===== src/rtl/truth_table_scanner.sv =====
// Purpose : steps an N_IN-bit vector through every combination, samples the
//           expression output y_in after SETTLE cycles, builds the truth table and minterm count.
// Latency : 2**N_IN*(SETTLE+1) edges from the start-accepting edge to table_valid; done follows for one cycle.
// Backpressure: none; start is a level honoured only in IDLE, abort cancels any active scan.
//
// Ports:
//   clk, rst_n            clock (rising edge), asynchronous active-low reset
//   start, abort          scan launch (level, IDLE only) and scan cancel
//   y_in                  output of the expression under test
//   vec                   input vector driven to the expression (vec[N_IN-1] = A)
//   busy, done            scan in progress, one-cycle completion pulse
//   table_out             bit i = y_in observed for vec == i
//   table_valid           table_out complete and stable
//   ones_count            number of 1 bits in table_out
//   expected, match       only when TT_COMPARE_EN is defined: reference table and
//                         registered equality result taken at the completion edge
//
// Build option: define TT_COMPARE_EN to add the expected/match compare feature.

module truth_table_scanner #(
   parameter int N_IN   = 4,
   parameter int SETTLE = 2
) (
   input  logic                 clk,
   input  logic                 rst_n,
   input  logic                 start,
   input  logic                 abort,
   input  logic                 y_in,
   output logic [N_IN-1:0]      vec,
   output logic                 busy,
   output logic                 done,
   output logic [2**N_IN-1:0]   table_out,
   output logic                 table_valid,
   output logic [N_IN:0]        ones_count
`ifdef TT_COMPARE_EN
   ,
   input  logic [2**N_IN-1:0]   expected,
   output logic                 match
`endif
);

   localparam int TW = 2**N_IN;
   // Counter only has to reach SETTLE-1.
   localparam int CW = (SETTLE > 1) ? $clog2(SETTLE) : 1;
   localparam logic [CW-1:0] CNT_LAST = CW'(SETTLE - 1);

   localparam logic [1:0] S_IDLE   = 2'd0;
   localparam logic [1:0] S_SETTLE = 2'd1;
   localparam logic [1:0] S_SAMPLE = 2'd2;
   localparam logic [1:0] S_DONE   = 2'd3;

   logic [1:0]    state;
   logic [CW-1:0] cnt;
   logic [TW-1:0] table_nxt;

   // Table including the bit captured this cycle; used both for the register
   // update and for the compare so the last sample is part of the match.
   always_comb begin
      table_nxt      = table_out;
      table_nxt[vec] = y_in;
   end

   assign busy = (state == S_SETTLE) || (state == S_SAMPLE);
   // An abort during DONE suppresses the pulse.
   assign done = (state == S_DONE) && !abort;

   always_ff @(posedge clk or negedge rst_n) begin
      if (!rst_n) begin
         state       <= S_IDLE;
         cnt         <= '0;
         vec         <= '0;
         table_out   <= '0;
         table_valid <= 1'b0;
         ones_count  <= '0;
`ifdef TT_COMPARE_EN
         match       <= 1'b0;
`endif
      end else if (state == S_IDLE) begin
         vec <= '0;
         // abort has priority over start in IDLE
         if (start && !abort) begin
            state       <= S_SETTLE;
            cnt         <= '0;
            table_out   <= '0;
            table_valid <= 1'b0;
            ones_count  <= '0;
`ifdef TT_COMPARE_EN
            match       <= 1'b0;
`endif
         end
      end else if (abort) begin
         // Partial results are discarded, never reported.
         state       <= S_IDLE;
         cnt         <= '0;
         vec         <= '0;
         table_out   <= '0;
         table_valid <= 1'b0;
         ones_count  <= '0;
`ifdef TT_COMPARE_EN
         match       <= 1'b0;
`endif
      end else begin
         case (state)
            S_SETTLE: begin
               if (cnt == CNT_LAST) begin
                  state <= S_SAMPLE;
               end else begin
                  cnt <= cnt + 1'b1;
               end
            end
            S_SAMPLE: begin
               table_out  <= table_nxt;
               ones_count <= ones_count + (N_IN+1)'(y_in);
               if (&vec) begin
                  state       <= S_DONE;
                  table_valid <= 1'b1;
`ifdef TT_COMPARE_EN
                  match       <= (table_nxt == expected);
`endif
               end else begin
                  // vec only moves here, so every vector gets SETTLE stable cycles
                  vec   <= vec + 1'b1;
                  cnt   <= '0;
                  state <= S_SETTLE;
               end
            end
            S_DONE: begin
               vec   <= '0;
               state <= S_IDLE;
            end
            default: begin
               state <= S_IDLE;
            end
         endcase
      end
   end

endmodule


===== config.mk =====
export PLATFORM = sky130hd
export DESIGN_NAME = truth_table_scanner
export DESIGN_NICKNAME = d
export VERILOG_FILES = /design/src/rtl/truth_table_scanner.sv
export SDC_FILE = /design/constraint.sdc
export NUM_CORES = 1
export LEC_CHECK = 0
export CORE_MARGIN = 2
export CORE_UTILIZATION = 40
export CTS_CLUSTER_DIAMETER = 120
export DETAILED_ROUTE_END_ITERATION = 12
export PLACE_DENSITY = 0.68
export SLEW_MARGIN = 20
export SYNTH_ARGS = -nofsm -noshare
export SYNTH_HDL_FRONTEND = slang
export SYNTH_SLANG_ARGS = --single-unit

===== constraint.sdc =====
create_clock -name clk -period 1.9 [get_ports clk]
set_clock_uncertainty 0.15 [all_clocks]
set_input_delay 0.285 -clock clk [delete_from_list [all_inputs] [get_ports clk]]
set_output_delay 0.285 -clock clk [all_outputs]
set_load 0.05 [all_outputs]

==> flow_summary.toml, run 1 <==
[yosys]
yosysUniqueCellTypes = 41
yosysTopAreaCellShare_pct = 38.33
netlist_area_sq_um = 1893
synthFlopType = "dfrtp_1"
synth_area_per_cell_sq_um = 10.52
ys_seq_elements = 29
ys_async_sr_fraction_pct = 100.0
netlist_top_cells_area = "dfrtp_1 38%, mux2i_1 12%, ha_1 7.3%"
yosys.area.top_type = "dfrtp_1"
synth_edf_count = 0
synthCells = 180
ys_warn_count = 0
syn_nets = 196
yosysSeqAreaShare_pct = 38.33

[worst_setup_path]
path_buf_inv = 2
crit_required_ps = 1960
arrival_ps = 1910
cpPeakStageDelay_ps = 390
ff2ff_setup_slack_ps = 50
critical-path-top-delay-family = "compound AO/OA/AOI/OAI gates"
cp_slowest_cell = "dfrtp_1"
crit_path_max_fanout = 8
end_kind = "flop"
critPathKind = "flop to flop"
start_kind = "flop"
regToRegEndpoint = "table_out[0]$_DFFE_PN0P_"
timing.rr.start = "state[1]$_DFFE_PN0P_"
crit_chain = "inv_2, ha_4, o21bai_4, buf_12, a2111oi_4, mux2i_1"
rr_worst_depth = 6

[timing]
drv_slew = 0
finalSetupViolCount = 0
worstMarginPinSlew_ps = 473.3
slew_headroom_pct = 68.45
min_period_over_period_pct = 97.45
hold_violations = 0
setup_slack_ps = 48.39
fmax_mhz = 540.1
layout_min_cycle_time_ps = 1852

[detailed_routing]
vias_per_cell = 5.550
via_count = 1604
first_iter_violations = 141
wl_mm = 4.605
wl_per_cell_microns = 15.93
antenna_left = 0
drt-pass1-iter-count = 4
post-route-drc-count = 0

[floorplan]
rows = 25
dieArea_sq_um = 5299
initial_core_util_pct = 40.89
core_sq_um = 4629
die_h_microns = 72.80
ios = 33
die_w_microns = 72.80

[job]
max-cap-violations = 0

[place]
portBuffers = 32
dp_hpwl_mm = 2.971
dp_slack_ps = -139.8
gp_congestion = 0.8398
placed_cells = 272

[power]
leakage_nw = 1.140
powerDensity_nw_per_um2 = 1063
ir_worst_vdd_mv = 0.5306

[cts]
clock_latency_ps = 280
path_clk_slew_ps = 70
clk_path_buf_depth = 2
h-tree-depth = 2
cts_root_buf = "clkbuf_8"
ctsHoldBuffers = 0
numCtsBuffers = 5
cts_tree = "yes"
cts_sinks = 29

[grt]
antenna_found_initial = 0
grt_start_max_net_pins = 30
grt_use_total_pct = 17.39
grt_pass1_vias = 1492
grt_pass1_wl_mm = 7.107
grt_remaining_overflow = 0

[finish]
num-fill-cells = 414
drive_gt1_share_pct = 36.60
syn2layout_area_growth_pct = 39.85
antennaDiodeCount = 0
layout_common_cells = "50 x buf_4, 29 x dfrtp_1, 27 x nand3_1"
fin_cells = 289
final_common_cell = "buf_4"
final_nets = 250

[worst_hold_path]
hold_path_class = "input port to asynchronous set/reset pin"

[outcome]
status = "complete, no violations"
report_power, final:
part	switching (mW)	internal (mW)
combinational	0.745	0.569
clock	0.255	0.521
sequential	0.0496	0.675
total	1.05	1.77
cells in the mapped netlist (all sizes together) (2+ instances only):
master	instances
nand4	2
clkbuf	3
o21ai	2
buf	12
nand2b	4
ha	11
nand3	27
inv	11
o211ai	5
a2111oi	8
nand3b	8
nand2	4
nor2	3
mux2i	22
a21oi	10
dfrtp	29
sequential cells by signal, indices dropped and copies added, names as in the netlist:
| register | flops |
|---|---|
| table_out | 16 |
| ones_count | 5 |
| vec | 4 |
| state | 2 |
| cnt | 1 |
| table_valid | 1 |
cells by family after synthesis:
family | after synthesis | synth area share, %
compound gates | 35 | 17.78
flops | 29 | 38.33
fa+ha+maj | 11 | 7.270
buf+inv | 26 | 7.072
mux | 22 | 11.63
simple gates | 57 | 17.91
how the worst max path moves through the flow:
stage	startpoint	endpoint	slack, ps	cells after the start
2_1_floorplan	state[0]$_DFFE_PN0P_	table_out[13]$_DFFE_PN0P_	30	8
3_3_place_gp	abort	table_out[2]$_DFFE_PN0P_	-140	4
3_5_place_dp	abort	ones_count[4]$_DFFE_PN0P_	-140	5
4_1_cts	state[0]$_DFFE_PN0P_	table_out[9]$_DFFE_PN0P_	-20	5
5_1_grt	state[1]$_DFFE_PN0P_	table_out[3]$_DFFE_PN0P_	-20	6
6_report	state[1]$_DFFE_PN0P_	table_out[0]$_DFFE_PN0P_	50	6
through the flow:
step                TNS, ps  total power, mW  cell area, sq um  util, %  hold slack, ps
detailed placement    -2632            1.897              2366    51.11           334.1
CTS                  -37.98            2.685              2512    54.27           243.2
global route         -43.85            2.957              2648    57.19           272.6
floorplan                 0            1.538              1908        -          -160.6
finish                    0            2.815              2648    57.19           235.0
global placement      -2146            1.882              2366    51.11           331.7
cell type report:
class	count	area [sq um]	area share (%)
multi-input cells	126	1124	42.44
flip-flops and latches	29	725.7	27.41
repair buffers	61	555.5	20.98
clock buffers	5	68.82	2.599
well taps	54	67.56	2.552
clock inverters	3	65.06	2.457
inverters	11	41.29	1.560
layer usage:
layer | track usage (%) | up-vias | routed length [microns]
li1 | - | 778 | -
met1 | 23.54 | 776 | 2124
met2 | 27.47 | 39 | 2211
met3 | 4.144 | 11 | 188
met4 | 5.556 | 0 | 80
met5 | 0 | - | 0
what timing repair did:
item                                    in CTS  in global routing
buffers inserted                             0                  8
pin swaps                                    0                  5
cloned                                       0                  1
endpoints found under the setup margin       3                 23
gates resized for setup                      1                 11
Power figures use the tool's default switching activity.
==> inputs of run 2 (changes only) <==
Settings changed: CTS_CLUSTER_DIAMETER 120 to 80.
==> results of run 2 <==
The final DEF is identical to that of run 1; final timing and power are the same.
